==> src/rtl/pipe_ctrl.sv <==
// rtl/pipe_ctrl.sv - pipeline stall/flush/bubble sequencer for the 5-stage RV32 core
module pipe_ctrl #(
  parameter int FLUSH_CYCLES = 1,
  parameter int BUS_TIMEOUT  = 255,
  parameter int CNT_W        = 16
) (
  input  logic              clk,
  input  logic              rst,
  input  logic              jump_en_i,
  input  logic [31:0]       jump_addr_i,
  input  logic              ex_is_load_i,
  input  logic [4:0]        ex_rd_i,
  input  logic [4:0]        id_rs1_i,
  input  logic [4:0]        id_rs2_i,
  input  logic              muldiv_start_i,
  input  logic              muldiv_done_i,
  input  logic              bus_req_i,
  input  logic              bus_ack_i,
  output logic [3:0]        stall_o,
  output logic              bubble_o,
  output logic              flush_o,
  output logic              jump_o,
  output logic [31:0]       jump_addr_o,
  output logic              bus_err_o,
  output logic [CNT_W-1:0]  stall_cnt_o
);

  localparam int FC_W = (FLUSH_CYCLES > 1) ? $clog2(FLUSH_CYCLES) : 1;
  localparam int TM_W = $clog2(BUS_TIMEOUT + 1);

  typedef enum logic [1:0] {S_IDLE, S_MULDIV, S_FLUSH, S_BUS} state_t;

  state_t             r_state, w_state_next;
  logic [FC_W-1:0]    r_flush_cnt, w_flush_cnt_next;
  logic [TM_W-1:0]    r_bus_timer, w_bus_timer_next, w_timer_inc;
  logic               r_done_seen, w_done_seen_next;
  logic [CNT_W-1:0]   r_stall_cnt;

  logic               w_bus_wait, w_load_use, w_timer_hit, w_eval_idle;
  logic [3:0]         w_stall;
  logic               w_bubble, w_flush, w_jump, w_bus_err;
  logic [31:0]        w_jump_addr;

  assign w_bus_wait  = bus_req_i & ~bus_ack_i;
  assign w_load_use  = ex_is_load_i & (ex_rd_i != 5'd0) &
                       ((ex_rd_i == id_rs1_i) | (ex_rd_i == id_rs2_i));
  assign w_timer_inc = r_bus_timer + TM_W'(1);
  assign w_timer_hit = (w_timer_inc >= TM_W'(BUS_TIMEOUT));

  always_comb begin
    w_state_next     = r_state;
    w_flush_cnt_next = r_flush_cnt;
    w_bus_timer_next = r_bus_timer;
    w_done_seen_next = r_done_seen;
    w_stall          = 4'b0000;
    w_bubble         = 1'b0;
    w_flush          = 1'b0;
    w_jump           = 1'b0;
    w_jump_addr      = 32'h0;
    w_bus_err        = 1'b0;
    w_eval_idle      = 1'b0;

    case (r_state)
      S_IDLE: w_eval_idle = 1'b1;
      S_MULDIV: begin
        if (w_bus_wait) begin
          w_stall = 4'b1111;
          if (muldiv_done_i) w_done_seen_next = 1'b1;
        end else if (muldiv_done_i || r_done_seen) begin
          w_state_next     = S_IDLE;
          w_done_seen_next = 1'b0;
        end else begin
          w_stall = 4'b0111;
        end
      end
      S_FLUSH: begin
        if (w_bus_wait) begin
          w_stall = 4'b1111;
        end else begin
          w_flush = 1'b1;
          if (r_flush_cnt <= FC_W'(1)) w_state_next = S_IDLE;
          else w_flush_cnt_next = r_flush_cnt - FC_W'(1);
        end
      end
      S_BUS: begin
        // The release cycle acts as IDLE so a re-presented jump/load is not lost.
        if (!w_bus_wait) begin
          w_eval_idle = 1'b1;
        end else if (w_timer_hit) begin
          w_bus_err    = 1'b1;
          w_state_next = S_IDLE;
        end else begin
          w_stall          = 4'b1111;
          w_bus_timer_next = w_timer_inc;
        end
      end
      default: w_state_next = S_IDLE;
    endcase

    if (w_eval_idle) begin
      w_state_next = S_IDLE;
      if (w_bus_wait) begin
        w_stall          = 4'b1111;
        w_state_next     = S_BUS;
        w_bus_timer_next = TM_W'(1);
      end else if (muldiv_start_i) begin
        if (!muldiv_done_i) begin
          w_stall          = 4'b0111;
          w_state_next     = S_MULDIV;
          w_done_seen_next = 1'b0;
        end
      end else if (jump_en_i) begin
        w_jump      = 1'b1;
        w_jump_addr = jump_addr_i;
        w_flush     = 1'b1;
        if (FLUSH_CYCLES > 1) begin
          w_state_next     = S_FLUSH;
          w_flush_cnt_next = FC_W'(FLUSH_CYCLES - 1);
        end
      end else if (w_load_use) begin
        w_stall  = 4'b0011;
        w_bubble = 1'b1;
      end
    end
  end

  always_ff @(posedge clk) begin
    if (rst) begin
      r_state     <= S_IDLE;
      r_flush_cnt <= '0;
      r_bus_timer <= '0;
      r_done_seen <= 1'b0;
      r_stall_cnt <= '0;
    end else begin
      r_state     <= w_state_next;
      r_flush_cnt <= w_flush_cnt_next;
      r_bus_timer <= w_bus_timer_next;
      r_done_seen <= w_done_seen_next;
      if (w_stall[0] && (r_stall_cnt != {CNT_W{1'b1}}))
        r_stall_cnt <= r_stall_cnt + CNT_W'(1);
    end
  end

  assign stall_o     = rst ? 4'b0000 : w_stall;
  assign bubble_o    = ~rst & w_bubble;
  assign flush_o     = ~rst & w_flush;
  assign jump_o      = ~rst & w_jump;
  assign jump_addr_o = rst ? 32'h0 : w_jump_addr;
  assign bus_err_o   = ~rst & w_bus_err;
  assign stall_cnt_o = rst ? '0 : r_stall_cnt;

endmodule

==> config.mk <==
export PLATFORM = sky130hd
export DESIGN_NAME = pipe_ctrl
export DESIGN_NICKNAME = d
export VERILOG_FILES = /design/src/rtl/pipe_ctrl.sv
export SDC_FILE = /design/constraint.sdc
export NUM_CORES = 1
export LEC_CHECK = 0
export CAP_MARGIN = 20
export CELL_PAD_IN_SITES_DETAIL_PLACEMENT = 2
export CELL_PAD_IN_SITES_GLOBAL_PLACEMENT = 2
export CORE_AREA = 2 2 95 115
export DETAILED_ROUTE_END_ITERATION = 6
export DIE_AREA = 0 0 97 117
export PLACE_DENSITY = 0.77
export SYNTH_ARGS = -nofsm -noshare
export SYNTH_HDL_FRONTEND = slang
export SYNTH_SLANG_ARGS = --single-unit
==> constraint.sdc <==
create_clock -name clk -period 2.5 [get_ports clk]
set_input_delay 0.5 -clock clk [delete_from_list [all_inputs] [get_ports clk]]
set_output_delay 0.5 -clock clk [all_outputs]
set_load 0.01 [all_outputs]
==> results of run 1 <==
==> cell usage in the layout (no fill, tap or decap), drive strengths merged, types with 8 or more instances in the layout <==
cell type | synthesis | final
clkdlybuf4s50 | 0 | 47
nor2b | 22 | 22
xnor2 | 13 | 13
and2 | 34 | 34
nor3 | 8 | 8
nand2 | 16 | 16
nor2 | 21 | 21
nand3 | 13 | 13
a21oi | 18 | 18
dfxtp | 27 | 27
buf | 5 | 94
o21ai | 15 | 15
dlygate4sd2 | 0 | 22
==> power groups by stage <==
stage	logic, mW	registers [mW]	clock network [mW]
2_1_floorplan	0.323	0.470	0
3_3_place_gp	0.645	0.469	0
3_5_place_dp	0.675	0.472	0
4_1_cts	0.823	0.464	0.396
5_1_grt	0.960	0.467	0.412
6_report	0.891	0.464	0.379
==> timing repair <==
| item | CTS | global route |
|---|---|---|
| cloned | 3 | 2 |
| gates resized for setup | 234 | 45 |
| setup endpoints to repair | 62 | 49 |
| pin swaps | 23 | 16 |
| setup buffers | 14 | 0 |
==> cells by family (layout without fill, tap and decap cells) <==
logic type | after synthesis | after routing | share of synthesized area, %
adder cells (fa/ha/maj) | 7 | 7 | 4.16
AND/OR/NAND/NOR | 146 | 146 | 39.3
XOR/XNOR | 13 | 13 | 5.41
AO/OA/AOI/OAI | 55 | 55 | 17.3
multiplexers | 7 | 7 | 4.10
buffers and inverters | 19 | 177 | 4.05
flip-flops | 27 | 27 | 25.7
==> routing by layer <==
metal | vias to the layer above | wire length [um] | track usage, %
li1 | 1286 | - | -
met1 | 1286 | 4300 | 20.5
met2 | 108 | 5420 | 35.6
met3 | 7 | 520 | 2.85
met4 | 0 | 67 | 2.82
met5 | - | 0 | 0
==> worst max-delay path by stage <==
stage	to	slack (ns)
finish	stall_o[0]	-0.07
global route	stall_o[1]	-0.18
global placement	stall_o[2]	-0.69
CTS	stall_o[0]	-0.05
detailed placement	stall_o[2]	-0.73
floorplan	stall_o[1]	0.03
==> layout make-up <==
type | instances | share of cell area (%)
Multi-Input combinational cell | 228 | 40.8
Inverter | 6 | 0.545
Sequential cell | 27 | 13.1
Clock buffer | 4 | 1.91
Tap cell | 129 | 3.91
Timing Repair Buffer | 167 | 39.7
==> critical path: cells and delay by family, from the launching register on <==
kind	cells	cell delay, ns
AND/OR/NAND/NOR	2	0.23
adder cells (fa/ha/maj)	1	0.24
buffers and inverters	4	0.47
AO/OA/AOI/OAI	3	0.52
flip-flops	1	0.34
==> flow_summary.json, run 1 <==
{
  "n_fill_cell": 1133,
  "min_period_ns": 2.57,
  "postCtsHoldBufs": 0,
  "n_antenna_cell": 0,
  "die_x_um": 97,
  "critPathKind": "flip-flop to output pin",
  "slew_headroom_pct": 79.2,
  "worst_pin_slew_ns": 0.305,
  "yosys.area.top_type": "dfxtp_1",
  "grtUsageTotal_pct": 17.9,
  "cts_tree": "built",
  "antenna_found_initial": 0,
  "area_delta_synth_final_pct": 96.4,
  "status": "complete, but fails checks",
  "maxCapViolCount": 0,
  "synth_area_leaders": "dfxtp_1, and2_1, nor2b_1, xnor2_1, ha_1",
  "layout-drive-gt1-share_pct": 38.2,
  "syn_inst": 274,
  "vias_per_cell": 4.79,
  "ys_warn_count": 0,
  "hold_violations": 0,
  "clkPwrFrac_pct": 21.9,
  "overflow": 0,
  "fmax_mhz": 389,
  "dp_slack_ns": -0.732,
  "utilization_pct": 40.1,
  "grt_pass1_wl_um": 16300,
  "drt-initial-drc-count": 45,
  "rows": 41,
  "port_buffers": 110,
  "reg2reg_slack_ns": 0.07,
  "clk_path_buf_depth": 2,
  "syn-num-nets": 336,
  "grt_max_degree": 38,
  "hp-start": "r_stall_cnt[5]",
  "violations": "setup timing",
  "finalSetupViolCount": 36,
  "drv_slew": 0,
  "place_hpwl_um": 7090,
  "dp.cells": 538,
  "async_reset_ff_share_pct": 0,
  "routed_wl_um": 10300,
  "clkSinkCount": 27,
  "synth_area_um2": 2100,
  "avgSynthCellArea_um2": 7.68,
  "cts_root_buffer": "clkbuf_16",
  "ys.flop_type": "dfxtp_1",
  "arrival_ns": 2.07,
  "hold_class": "flip-flop to flip-flop",
  "path_max_fanout": 3,
  "switching_share_pct": 32.7,
  "min_period_over_period_pct": 103,
  "r2r_cells": 11,
  "yosys.area.top_type_share_pct": 25.7,
  "p_comb_share_pct": 51.4,
  "critPathCaptureType": "output pin",
  "critPathLaunch": "r_state[0]",
  "cp.required_ns": 2.00,
  "multiInputGateArea_um2": 1690,
  "internal-power_mw": 1.17,
  "peakVddDrop_uv": 223,
  "drc_errors": 0,
  "timing.rr.start": "r_state[1]",
  "ant_nets": 0,
  "power_mw": 1.73,
  "first_global_vias": 3018,
  "ys_types": 50,
  "core_um2": 10300,
  "reg2reg_to": "r_stall_cnt[8]",
  "pin_count": 111,
  "start_kind": "flip-flop",
  "cts.clk_slew.worst_paths_ns": 0.07,
  "htree_levels": 1,
  "stdcell_area_um2": 4130,
  "fin_cells": 561,
  "design.die.area_um2": 11300,
  "setup_ws_ns": -0.0720,
  "die_h_um": 117,
  "ys_seq_area_share_pct": 25.7,
  "numCtsBuffers": 3,
  "finalNetCount": 495,
  "path_cells": "inv_2 -> buf_4 -> ha_1 -> nor2_4 -> a2bb2oi_4 -> o2bb2ai_2 -> buf_4 -> a22oi_4 -> nor2_2 -> buf_2",
  "fin_hold_ws_ns": 0.512,
  "max_stage_delay_ns": 0.34,
  "synthTopCellsByCount": "and2_1, dfxtp_1, nor2b_1",
  "postPlaceCellArea_um2": 3620,
  "power_leakage_nw": 1.80,
  "rsz0062_at_grt": "true",
  "fin_worst_skew_ns": 0.00294,
  "num_vias": 2687,
  "hold_depth": 2,
  "synth_most_common_cell": "and2_1",
  "drt_pre_antenna_iters": 4,
  "tns_ns": -1.32,
  "clock_latency_ns": 0.26,
  "place_congestion": 0.786,
  "hold_end": "r_stall_cnt[5]",
  "p_per_area_nw_per_um2": 420,
  "wl_per_cell_um": 18.4,
  "synth_edf_count": 0,
  "p_seq_share_pct": 26.7,
  "p_sw_mw": 0.567,
  "seqCellArea_um2": 543,
  "synth_seq_cells": 27,
  "start_util_pct": 20.4,
  "crit_path_top_delay_cell": "dfxtp_2",
  "crit_top_cell": "buf_4"
}
(Power assumes the default switching activity.)
==> inputs of run 2 (changes only) <==
--- a/config.mk
+++ b/config.mk
@@ -5,7 +5,6 @@
 export SDC_FILE = /design/constraint.sdc
 export NUM_CORES = 1
 export LEC_CHECK = 0
-export CAP_MARGIN = 20
 export CELL_PAD_IN_SITES_DETAIL_PLACEMENT = 2
 export CELL_PAD_IN_SITES_GLOBAL_PLACEMENT = 2
 export CORE_AREA = 2 2 95 115
==> results of run 2 <==
The final DEF is identical to that of run 1; final timing and power are the same.
==> inputs of run 3 (changes only) <==
--- a/config.mk
+++ b/config.mk
@@ -7,10 +7,10 @@
 export LEC_CHECK = 0
 export CELL_PAD_IN_SITES_DETAIL_PLACEMENT = 2
 export CELL_PAD_IN_SITES_GLOBAL_PLACEMENT = 2
-export CORE_AREA = 2 2 95 115
+export CORE_AREA = 2 2 145 76
 export DETAILED_ROUTE_END_ITERATION = 6
-export DIE_AREA = 0 0 97 117
-export PLACE_DENSITY = 0.77
+export DIE_AREA = 0 0 147 78
+export PLACE_DENSITY = 0.78
 export SYNTH_ARGS = -nofsm -noshare
 export SYNTH_HDL_FRONTEND = slang
 export SYNTH_SLANG_ARGS = --single-unit
==> flow_summary.json, run 3 (synthesis gave the netlist of run 1 again) <==
{
  "status": "complete, but fails checks",
  "violations": "setup timing",
  "hold_violations": 0,
  "utilization_pct": 39.8,
  "peakVddDrop_uv": 275,
  "seqCellArea_um2": 543,
  "grtUsageTotal_pct": 16.9,
  "n_antenna_cell": 0,
  "htree_levels": 1,
  "cts.clk_slew.worst_paths_ns": 0.08,
  "design.die.area_um2": 11500,
  "drc_errors": 0,
  "clk_path_buf_depth": 2,
  "grt_pass1_wl_um": 15500,
  "rsz0062_at_grt": "true",
  "start_util_pct": 20.9,
  "critPathCaptureType": "output pin",
  "min_period_ns": 2.61,
  "place_hpwl_um": 6720,
  "min_period_over_period_pct": 104,
  "num_vias": 2670,
  "drt-initial-drc-count": 83,
  "postCtsHoldBufs": 0,
  "p_per_area_nw_per_um2": 429,
  "rows": 26,
  "place_congestion": 0.774,
  "maxCapViolCount": 0,
  "reg2reg_slack_ns": 0.06,
  "start_kind": "flip-flop",
  "reg2reg_to": "r_stall_cnt[13]",
  "layout-drive-gt1-share_pct": 36.8,
  "grt_max_degree": 47,
  "n_fill_cell": 1140,
  "setup_ws_ns": -0.108,
  "final_common_cell": "clkdlybuf4s50_1",
  "arrival_ns": 2.11,
  "vias_per_cell": 4.71,
  "finalNetCount": 490,
  "wl_per_cell_um": 18.2,
  "slew_headroom_pct": 78.9,
  "multiInputGateArea_um2": 1690,
  "hp-start": "r_stall_cnt[5]",
  "cts_root_buffer": "clkbuf_16",
  "drt_pre_antenna_iters": 4,
  "timing.rr.start": "r_state[0]",
  "pin_count": 111,
  "routed_wl_um": 10300,
  "first_global_vias": 2913,
  "cts_tree": "built",
  "hold_depth": 2,
  "worst_pin_slew_ns": 0.309,
  "ant_nets": 0,
  "overflow": 0,
  "finalSetupViolCount": 21,
  "path_max_fanout": 4,
  "critPathKind": "flip-flop to output pin",
  "dp_slack_ns": -0.762,
  "area_delta_synth_final_pct": 91.0,
  "hold_end": "r_stall_cnt[5]",
  "power_leakage_nw": 1.63,
  "die_x_um": 147,
  "clkSinkCount": 27,
  "clock_latency_ns": 0.27,
  "r2r_cells": 11,
  "die_h_um": 78,
  "hold_class": "flip-flop to flip-flop",
  "numCtsBuffers": 3,
  "antenna_found_initial": 0,
  "mostFrequentLayoutCells": "clkdlybuf4s50_1, buf_4, dfxtp_1, nor2b_1, buf_6",
  "drv_slew": 0,
  "fin_worst_skew_ns": 0.00395,
  "core_um2": 10100,
  "fin_hold_ws_ns": 0.503,
  "power_mw": 1.72,
  "fmax_mhz": 384,
  "port_buffers": 110,
  "cp.required_ns": 2.00
}
run 3: what timing repair did:
item / 4_1_cts / 5_1_grt
gates cloned: 1 / 2
pin swaps: 13 / 16
resized for setup: 190 / 56
setup endpoints to repair: 47 / 48
buffers inserted: 13 / 2
run 3: routing by layer:
metal	global-route usage, %	vias up	part of all wire (%)
li1	-	1267	-
met4	4.52	0	1.9
met3	3.35	20	4.5
met2	33.3	88	53
met5	0	-	0
met1	18.6	1295	41
run 3: power breakdown:
group / leakage (nW) / switching, mW / internal (mW) / total [mW]
combinational: 1.37 / 0.398 / 0.463 / 0.861
clock: 0.0415 / 0.173 / 0.222 / 0.395
sequential: 0.219 / 0.0161 / 0.449 / 0.465
run 3: per-stage QoR:
step | area, um2 | setup TNS [ns] | std cells
finish | 4020 | -0.973 | 567
floorplan | 2110 | 0 | 274
global placement | 3610 | -25.97 | 546
global route | 4020 | -2.92 | 567
detailed placement | 3610 | -30.09 | 546
CTS | 3740 | -0.837 | 564
run 3: how the worst max path moves through the flow:
stage                           from         end  slack (ns)  depth (start not counted)
after floorplan           ex_rd_i[1]  stall_o[1]        0.03                          7
after global placement    ex_rd_i[1]  stall_o[2]       -0.61                          6
after detailed placement  ex_rd_i[1]  stall_o[2]       -0.76                          6
after CTS                 r_state[0]  stall_o[2]       -0.10                         10
after global routing       flip-flop  stall_o[1]       -0.18                          8
final                     r_state[0]  stall_o[2]       -0.11                         10
run 3: area by class of cell:
type / count / share of cell area [%]
inverters: 6 / 0.561
repair buffers: 162 / 37.4
clock buffers: 3 / 1.87
flip-flops and latches: 27 / 13.5
well taps: 140 / 4.36
clock inverters: 1 / 0.218
multi-input cells: 228 / 42.1
run 3: critical path, stage by stage, from the launching register on:
cell and delay [ns]:
dfxtp_2 0.34, inv_2 0.05, ha_4 0.26, nand2b_4 0.16, o22ai_4 0.15, buf_6 0.14, nand4b_1 0.14, buf_4 0.14
nand2_2 0.05, a311oi_2 0.22, buf_2 0.19
==> edit, RTL diff (flow settings as in run 3) <==
`BUS_TIMEOUT`: 255 -> 510.
--- a/src/rtl/pipe_ctrl.sv
+++ b/src/rtl/pipe_ctrl.sv
@@ -1,7 +1,7 @@
 // rtl/pipe_ctrl.sv - pipeline stall/flush/bubble sequencer for the 5-stage RV32 core
 module pipe_ctrl #(
   parameter int FLUSH_CYCLES = 1,
-  parameter int BUS_TIMEOUT  = 255,
+  parameter int BUS_TIMEOUT  = 510,
   parameter int CNT_W        = 16
 ) (
   input  logic              clk,
Check against the original RTL: same outputs for any inputs over 10 cycles, from zero or initial values and one cycle with rst high; that may be too few to reach the edited logic, so the function may still have changed.
==> edit against run 3 <==
The run still ends with setup timing left; total power rose by 13%; routed wire length rose by 48%; design area rose by 24%; hold slack improved by 0.052 ns; via count rose by 19%; worst setup slack got worse by 0.18 ns; sequential cell count rose by 1; register-to-register slack got worse by 0.30 ns; synthesized area rose by 11%.
==> edit: results (changes against run 3) <==
status -> finished, violations left
failing checks -> setup timing
Filler cells -> 1041 (-8.7%)
Sw Ratio -> 0.376 (+0.0343)
Mapped Nets -> 368 (+9.5%)
Final Skew -> 0.0142 ns (+0.0102 ns)
Fin Setup TNS -> -7.30 ns (-6.32 ns)
comb pwr -> 1.05 mW (+22%)
vias -> 3166 (+19%)
Synth top cells by count -> and2_1, nor2_1, dfxtp_1
Register-to-Register Path Depth -> 12 (+1)
number of global-route vias before repair -> 3602 (+24%)
antenna violations before repair -> 1 (+1)
DR iter-0 viols -> 131 (+58%)
Seq pwr share -> 0.251 (-0.019)
pin count of the biggest net entering global routing -> 34 (-28%)
DP HPWL -> 8000 µm (+19%)
# setup viols final -> 44 (+110%)
Overall Global Routing Usage -> 0.234 (+0.0646)
final worst slack -> -0.291 ns (-0.183 ns)
placed cells -> 596 (+9.2%)
Pleak -> 1.96 nW (+20%)
clk_lat worst skew -> 0.29 ns (+0.02 ns)
Top delay family on crit path -> simple AND/OR/NAND/NOR gates
reg2reg end -> r_stall_cnt[15]
unique cell type count in the Yosys netlist -> 53 (+6.0%)
P_int -> 1.21 mW (+6.8%)
Max IR drop VDD -> 0.391 mV (+42%)
via/cell ratio -> 5.07 (+7.6%)
Worst Max-Slew Pin Slew -> 0.446 ns (+0.137 ns)
# nets final -> 548 (+12%)
first-pass GRT wire length -> 20700 µm (+34%)
Syn Area/Cell -> 7.65 µm² (-0.34%)
reg-to-reg slack, setup -> -0.24 ns (-0.30 ns)
sequential element share of the synthesized area -> 0.239 (-0.0175)
Final GP Congestion -> 0.767 (-1.0%)
Post-Place Setup Slack -> -0.830 ns (-0.0684 ns)
Placed Instance Area -> 0.00400 mm² (+11%)
==> edit: final cells by class <==
class / count / area share
inverters: 10 / 0.00755
repair buffers: 193 / 0.393
clock buffers: 3 / 0.0151
multi-input cells: 250 / 0.433
flip-flops and latches: 28 / 0.116
diodes: 1 / 0.000504
well taps: 140 / 0.0353
==> edit: how the worst max path moves through the flow <==
| stage | start | end | slack (ns) | cells past startpoint |
|---|---|---|---|---|
| 2_1_floorplan | bus_ack_i | stall_o[1] | -0.04 | 9 |
| 3_3_place_gp | ex_rd_i[3] | stall_o[0] | -0.74 | 10 |
| 3_5_place_dp | ex_rd_i[4] | stall_o[1] | -0.83 | 10 |
| 4_1_cts | r_state[0] | stall_o[1] | -0.22 | 12 |
| 5_1_grt | r_state[0] | stall_o[1] | -0.34 | 11 |
| 6_report | r_state[0] | stall_o[1] | -0.29 | 11 |
==> edit: kinds of logic (layout without fill, tap and decap cells) <==
family | Yosys count | count (layout) | synth area share
flip-flops | 28 | 28 | 0.239
AND/OR/NAND/NOR | 157 | 157 | 0.361
AO/OA/AOI/OAI | 58 | 58 | 0.188
other | 0 | 1 | 0
adder cells (fa/ha/maj) | 7 | 7 | 0.0374
buffers and inverters | 28 | 206 | 0.0534
XOR/XNOR | 13 | 13 | 0.0486
multiplexers | 15 | 15 | 0.0722
==> edit: per-layer routing <==
layer / part of all wire / wire length (µm) / up-vias / global-route usage
li1: - / - / 1439 / -
met5: 0 / 0 / - / 0
met2: 0.56 / 8520 / 66 / 0.479
met4: 0.023 / 353 / 0 / 0.0606
met3: 0.029 / 447 / 25 / 0.0524
met1: 0.39 / 5990 / 1636 / 0.241
==> edit: timing repair <==
action,CTS,global route
gates cloned,5,0
pin swaps,38,30
buffers inserted,19,6
gates resized for setup,294,74
endpoints found under the setup margin,55,56
